File: src/rtl/led_kernel_sched.sv
`default_nettype none
// ============================================================================
//  Module   : led_kernel_sched
//  Brief    : Round-robin scheduler sharing one start/done kernel among
//             NUM_REQ requesters, with a watchdog timeout and kernel reset
//             recovery. Each job yields a completion record tagged with
//             the requester ID.
//  Revision : 1.0 - initial release
// ============================================================================
module led_kernel_sched #(
    parameter int NUM_REQ        = 4,
    parameter int ID_W           = 2,
    parameter int TIMEOUT_CYCLES = 500_000_000,
    parameter int KRST_CYCLES    = 4
) (
    input  logic                    ap_clk,
    input  logic                    ap_rst,
    input  logic [NUM_REQ-1:0]      req_valid_i,
    output logic [NUM_REQ-1:0]      req_ready_o,
    input  logic [NUM_REQ*32-1:0]   req_reg0_i,
    input  logic [NUM_REQ*32-1:0]   req_reg1_i,
    output logic                    kern_start_o,
    output logic [31:0]             kern_reg0_o,
    output logic [31:0]             kern_reg1_o,
    input  logic                    kern_done_i,
    output logic                    kern_rst_n_o,
    output logic                    cmp_valid_o,
    output logic [ID_W-1:0]         cmp_id_o,
    output logic                    cmp_err_o,
    output logic                    busy_o
);

    localparam int WD_W = $clog2(TIMEOUT_CYCLES) + 1;
    localparam int KC_W = $clog2(KRST_CYCLES + 1);

    localparam logic [WD_W-1:0] WD_LAST = WD_W'(TIMEOUT_CYCLES - 1);
    localparam logic [KC_W-1:0] KC_LAST = KC_W'(KRST_CYCLES - 1);
    localparam logic [ID_W-1:0] ID_LAST = ID_W'(NUM_REQ - 1);

    localparam logic [2:0] S_IDLE  = 3'd0;
    localparam logic [2:0] S_GRANT = 3'd1;
    localparam logic [2:0] S_START = 3'd2;
    localparam logic [2:0] S_WAIT  = 3'd3;
    localparam logic [2:0] S_KRST  = 3'd4;
    localparam logic [2:0] S_CMPL  = 3'd5;

    logic [2:0]      state_q, state_d;
    logic [ID_W-1:0] ptr_q,   ptr_d;
    logic [ID_W-1:0] id_q,    id_d;
    logic            err_q,   err_d;
    logic [31:0]     reg0_q,  reg0_d;
    logic [31:0]     reg1_q,  reg1_d;
    logic [WD_W-1:0] wd_q,    wd_d;
    logic [KC_W-1:0] kc_q,    kc_d;

    logic            found_w;
    logic [ID_W-1:0] sel_w;

    // Arbiter: first valid requester at or after the pointer, wrapping.
    always_comb begin
        int idx;
        found_w = 1'b0;
        sel_w   = '0;
        idx     = 0;
        for (int i = 0; i < NUM_REQ; i++) begin
            idx = int'(ptr_q) + i;
            if (idx >= NUM_REQ) begin
                idx = idx - NUM_REQ;
            end
            if (!found_w && req_valid_i[idx]) begin
                found_w = 1'b1;
                sel_w   = ID_W'(idx);
            end
        end
    end

    // One-hot accept, offered only while idle.
    always_comb begin
        req_ready_o = '0;
        if (state_q == S_IDLE && found_w) begin
            req_ready_o[sel_w] = 1'b1;
        end
    end

    // Next-state logic for the job sequencer, watchdog and reset counter.
    always_comb begin
        state_d = state_q;
        ptr_d   = ptr_q;
        id_d    = id_q;
        err_d   = err_q;
        reg0_d  = reg0_q;
        reg1_d  = reg1_q;
        wd_d    = wd_q;
        kc_d    = kc_q;
        case (state_q)
            S_IDLE: begin
                if (found_w) begin
                    id_d    = sel_w;
                    reg0_d  = req_reg0_i[int'(sel_w)*32 +: 32];
                    reg1_d  = req_reg1_i[int'(sel_w)*32 +: 32];
                    state_d = S_GRANT;
                end
            end
            S_GRANT: begin
                // Config is already on the kernel pins; give it a setup cycle.
                state_d = S_START;
            end
            S_START: begin
                wd_d    = '0;
                state_d = S_WAIT;
            end
            S_WAIT: begin
                if (wd_q != '1) begin
                    wd_d = wd_q + 1'b1;
                end
                // Done takes precedence over a coincident timeout.
                if (kern_done_i) begin
                    err_d   = 1'b0;
                    state_d = S_CMPL;
                end else if (wd_q >= WD_LAST) begin
                    err_d   = 1'b1;
                    kc_d    = '0;
                    state_d = S_KRST;
                end
            end
            S_KRST: begin
                if (kc_q == KC_LAST) begin
                    state_d = S_CMPL;
                end else begin
                    kc_d = kc_q + 1'b1;
                end
            end
            S_CMPL: begin
                ptr_d   = (id_q == ID_LAST) ? '0 : id_q + 1'b1;
                state_d = S_IDLE;
            end
            default: begin
                state_d = S_IDLE;
            end
        endcase
    end

    // State registers; reset aborts any job without a completion record.
    always_ff @(posedge ap_clk) begin
        if (ap_rst) begin
            state_q <= S_IDLE;
            ptr_q   <= '0;
            id_q    <= '0;
            err_q   <= 1'b0;
            reg0_q  <= '0;
            reg1_q  <= '0;
            wd_q    <= '0;
            kc_q    <= '0;
        end else begin
            state_q <= state_d;
            ptr_q   <= ptr_d;
            id_q    <= id_d;
            err_q   <= err_d;
            reg0_q  <= reg0_d;
            reg1_q  <= reg1_d;
            wd_q    <= wd_d;
            kc_q    <= kc_d;
        end
    end

    assign kern_start_o = (state_q == S_START);
    assign kern_reg0_o  = reg0_q;
    assign kern_reg1_o  = reg1_q;
    assign kern_rst_n_o = (state_q != S_KRST);
    assign cmp_valid_o  = (state_q == S_CMPL);
    assign cmp_id_o     = (state_q == S_CMPL) ? id_q : '0;
    assign cmp_err_o    = (state_q == S_CMPL) & err_q;
    assign busy_o       = (state_q != S_IDLE);

endmodule
`default_nettype wire

File: config.mk
export PLATFORM = sky130hd
export DESIGN_NAME = led_kernel_sched
export DESIGN_NICKNAME = d
export VERILOG_FILES = /design/src/rtl/led_kernel_sched.sv
export SDC_FILE = /design/constraint.sdc
export NUM_CORES = 1
export LEC_CHECK = 0
export ABC_CLOCK_PERIOD_IN_PS = 4300
export CORE_AREA = 2 2 130 132
export DETAILED_ROUTE_END_ITERATION = 8
export DIE_AREA = 0 0 132 134
export PLACE_DENSITY_LB_ADDON = 0.08
export SYNTH_ARGS = -nofsm -noshare
export SYNTH_HDL_FRONTEND = slang
export SYNTH_SLANG_ARGS = --single-unit
File: constraint.sdc
create_clock -name ap_clk -period 4.3 [get_ports ap_clk]
set_input_delay 1.075 -clock ap_clk [delete_from_list [all_inputs] [get_ports ap_clk]]
set_output_delay 1.075 -clock ap_clk [all_outputs]
set_load 0.1 [all_outputs]
==> metrics.md <==
| Metric | Value |
|---|---|
| Status | completed |
| Initial Utilization | 39.57% |
| DRT met1 WL | 9476 microns |
| Setup slack, reg-to-reg | 1.61 ns |
| Setup Buffers After CTS | 0 |
| Number of global-route vias before repair | 6,972 |
| Fin. max-slew vios | 0 |
| First-pass GRT wire length | 37,320 microns |
| Core ar. | 16,290 sq um |
| Clock sink count | 105 |
| Filler Cells Inserted | 1,486 |
| Antenna Nets Post-Route | 0 |
| HP Class | flip-flop to flip-flop |
| Cell depth of the worst setup path | 7 |
| Slew margin rel. | 26.20% |
| Share of cells above drive strength 1 | 5.018% |
| CTS tree | done |
| Layout Nets | 1,358 |
| Number of CTS-inserted buffers | 9 |
| Fin. Hold Viols | 0 |
| Type of origin of the critical path | input pin |
| CTS Hold Bufs | 0 |
| CTS H-Tree Depth | 3 |
| Met2 wire length | 12,100 microns |
| Reg2Reg Launch Point | ptr_q[1] |
| Crit Path Max Fanout | 5 |
| Seq/Total Area, Yosys | 32.62% |
| Initial antenna violation count | 1 |
| Pleak | 3.726 nW |
| Die Y-Extent | 134 microns |
| WL final | 23,910 microns |
| Post-synthesis cell area | 6445 sq um |
| Via-to-Cell Ratio | 5.370 |
| Die span in x | 132 microns |
| Final GP Congestion | 0.8644 |
| Total grt overflow | 0 |
| Post-synth EDFFs | 0 |
| Die area | 17,690 sq um |
| Setup Viol. Count Final | 0 |
| Synth unique cells | 53 |
| DRT Pass-1 Iters | 4 |
| RSZ-0062 raised after global routing | no |
| Asr flop ratio synth | 0% |
| Final Skew | 0.007894 ns |
| VDD IR-drop max | 0.2273 mV |
| Setup TNS Final | 0 ns |
| Largest net degree at the start of global routing | 109 |
| Synth Register Bits | 105 |
| Routed WL per cell | 18.15 microns |
| Row count | 47 |
| Top Layer Used | met4 |
| GRT Overall Usage | 26.56% |
| CP endpoint kind | output pin |
| WHS Endpoint | kern_reg0_o[24] |
| Power per cell area | 369.5 nW/um^2 |
| Worst-Margin Slew | 1.107 ns |
| DRC | 0 |
| Top_reg_cell synth | dfxtp_1 |
| Pwr Total | 0.003816 W |
| Mapped Cells | 796 |
| Via Count | 7,072 |
| DP Wirelength | 17,980 microns |
| Commonest non-fill, non-tap cells in the layout | clkdlybuf4s50_1 (327), dfxtp_1 (105), nand2_1 (86) |
| 1st-iter DRT viols | 354 |
| Tmin final | 3.881 ns |
| IO buf count | 337 |
| Met3 wire length | 1773 microns |
| Worst path top cell family by delay | simple AND/OR/NAND/NOR gates |
| CTS Buffer Depth | 2 |
| Net count of the mapped netlist | 1,063 |
| Syn Area/Cell | 8.097 sq um |
| Critical-path cell list | clkdlybuf4s50_1, o21bai_1, nor3b_2, or2_2, nand2_1, nor3_2, buf_12 |
| WHS Path Cells | 2 |
| Area growth, synth to finish | 60.20% |
| Worst-Skew Late Latency | 0.35 ns |
| Buf/Inv on CP | 2 |
| Slowest stage delay, CP | 0.55 ns |
| Period utilization | 90.25% |
| Root Driver | clkbuf_16 |
| Most common cell after layout, fill and taps aside | clkdlybuf4s50_1 |
| Peak Freq | 257.7 MHz |
| HP Start | kern_reg0_o[24] |
| Arr. time, crit path | 2.81 ns |
| RR Endpoint | kern_reg0_o[6] |
| Max cap viols | 0 |
| CP Class | input pin to output pin |
| Slowest cell on crit path | clkdlybuf4s50_1 |
| Worst R2R Path Depth | 7 |
| Post-CTS resize count | 0 |
| CP required | 3.22 ns |
| Worst-path clk slew | 0.07 ns |
| Warnings from Yosys | 0 |
| I/O Pins | 338 |
[final cells by class]
| type | count | area [sq um] | share of cell area [%] |
|---|---|---|---|
| Multi-Input combinational cell | 615 | 4091 | 39.63 |
| Timing Repair Buffer | 352 | 3511 | 34.00 |
| Sequential cell | 105 | 2102 | 20.36 |
| Tap cell | 220 | 275.3 | 2.666 |
| Clock buffer | 11 | 232.7 | 2.254 |
| Clock inverter | 5 | 80.08 | 0.7756 |
| Inverter | 8 | 30.03 | 0.2908 |
| Antenna cell | 1 | 2.502 | 0.02424 |
[cells by family (layout without fill, tap and decap cells)]
kind of cell	count (synthesis)	in the layout	share of synthesized area [%]
compound gates	272	272	27.80
xor+xnor	7	7	0.9513
fa+ha+maj	4	4	0.7766
buf+inv	76	376	4.582
flops	105	105	32.62
mux	66	66	10.25
other cells	0	1	0
simple gates	266	266	23.02
[state kept, by name, summed over array words and instances (netlist names)]
signal       flops
err_q            1
kern_reg0_o     32
kern_reg1_o     32
ptr_q            2
state_q          3
kc_q             3
id_q             2
wd_q            30
[cells in the mapped netlist, types with 2 or more instances]
cell	instances	share of area [%]
o21a_1	65	7.6
and2_1	5	0.49
nand4_1	7	0.68
inv_1	8	0.47
a211oi_1	5	0.58
nor2b_1	4	0.39
nor3_1	5	0.39
or2_2	4	0.39
and4_1	2	0.27
a31oi_1	3	0.29
ha_1	4	0.78
nand2b_1	2	0.19
nand3_1	12	0.93
clkbuf_1	57	3.3
o21ai_0	58	4.5
mux2i_1	66	10
xnor2_1	7	0.95
a311oi_1	2	0.27
o211ai_1	67	7.8
o21ai_1	23	1.8
a2111oi_0	4	0.54
or3_1	19	1.8
a21oi_1	27	2.1
buf_1	3	0.17
nand2_1	86	5.0
nor4_1	3	0.29
dfxtp_1	105	33
buf_2	8	0.62
nor2_1	31	1.8
and3_1	4	0.39
or4_1	8	0.93
nor3b_1	67	7.8
o31ai_1	5	0.58
[layer usage]
layer / vias up / global-route usage [%]
met2: 221 / 45.86
met3: 32 / 9.637
met4: 0 / 8.454
met5: - / 0
met1: 3261 / 30.68
li1: 3558 / -
[worst max-delay path by stage]
stage,startpoint,endpoint,slack [ns]
finish,req_valid_i[3],req_ready_o[3],0.42
global route,req_valid_i[1],req_ready_o[3],0.31
CTS,req_valid_i[3],req_ready_o[3],0.42
global placement,req_valid_i[1],req_ready_o[3],0.46
detailed placement,req_valid_i[3],req_ready_o[3],0.42
floorplan,req_valid_i[2],req_ready_o[3],0.02
[where the power goes]
part / switching (W) / internal (W)
clock network: 0.000380 / 0.000511
registers: 0.0000666 / 0.00109
logic: 0.00120 / 0.000573
total: 0.00165 / 0.00217
[worst reg2reg max path, cell delays in order (launching register included)]
cell and delay (ns):
dfxtp_1 0.35, o21bai_1 0.18, nor3b_2 0.32, buf_4 0.49, buf_4 0.71, nor3b_1 0.18, o21ai_0 0.20, o211ai_1 0.11
[through the flow]
| stage | setup WS (ns) | cell area (sq um) | std cells | hold WS, ns | util, % |
|---|---|---|---|---|---|
| detailed placement | 0.4215 | 10010 | 1300 | 0.4578 | 61.45 |
| finish | 0.4192 | 10320 | 1317 | 0.4706 | 63.38 |
| global route | 0.3084 | 10320 | 1316 | 0.4959 | 63.37 |
| global placement | 0.4642 | 10010 | 1300 | 0.4516 | 61.45 |
| floorplan | 0.01952 | 6462 | 796 | 0.4324 | - |
| CTS | 0.4221 | 10320 | 1316 | 0.4740 | 63.37 |
No activity file was read; power rests on OpenSTA's default activity.
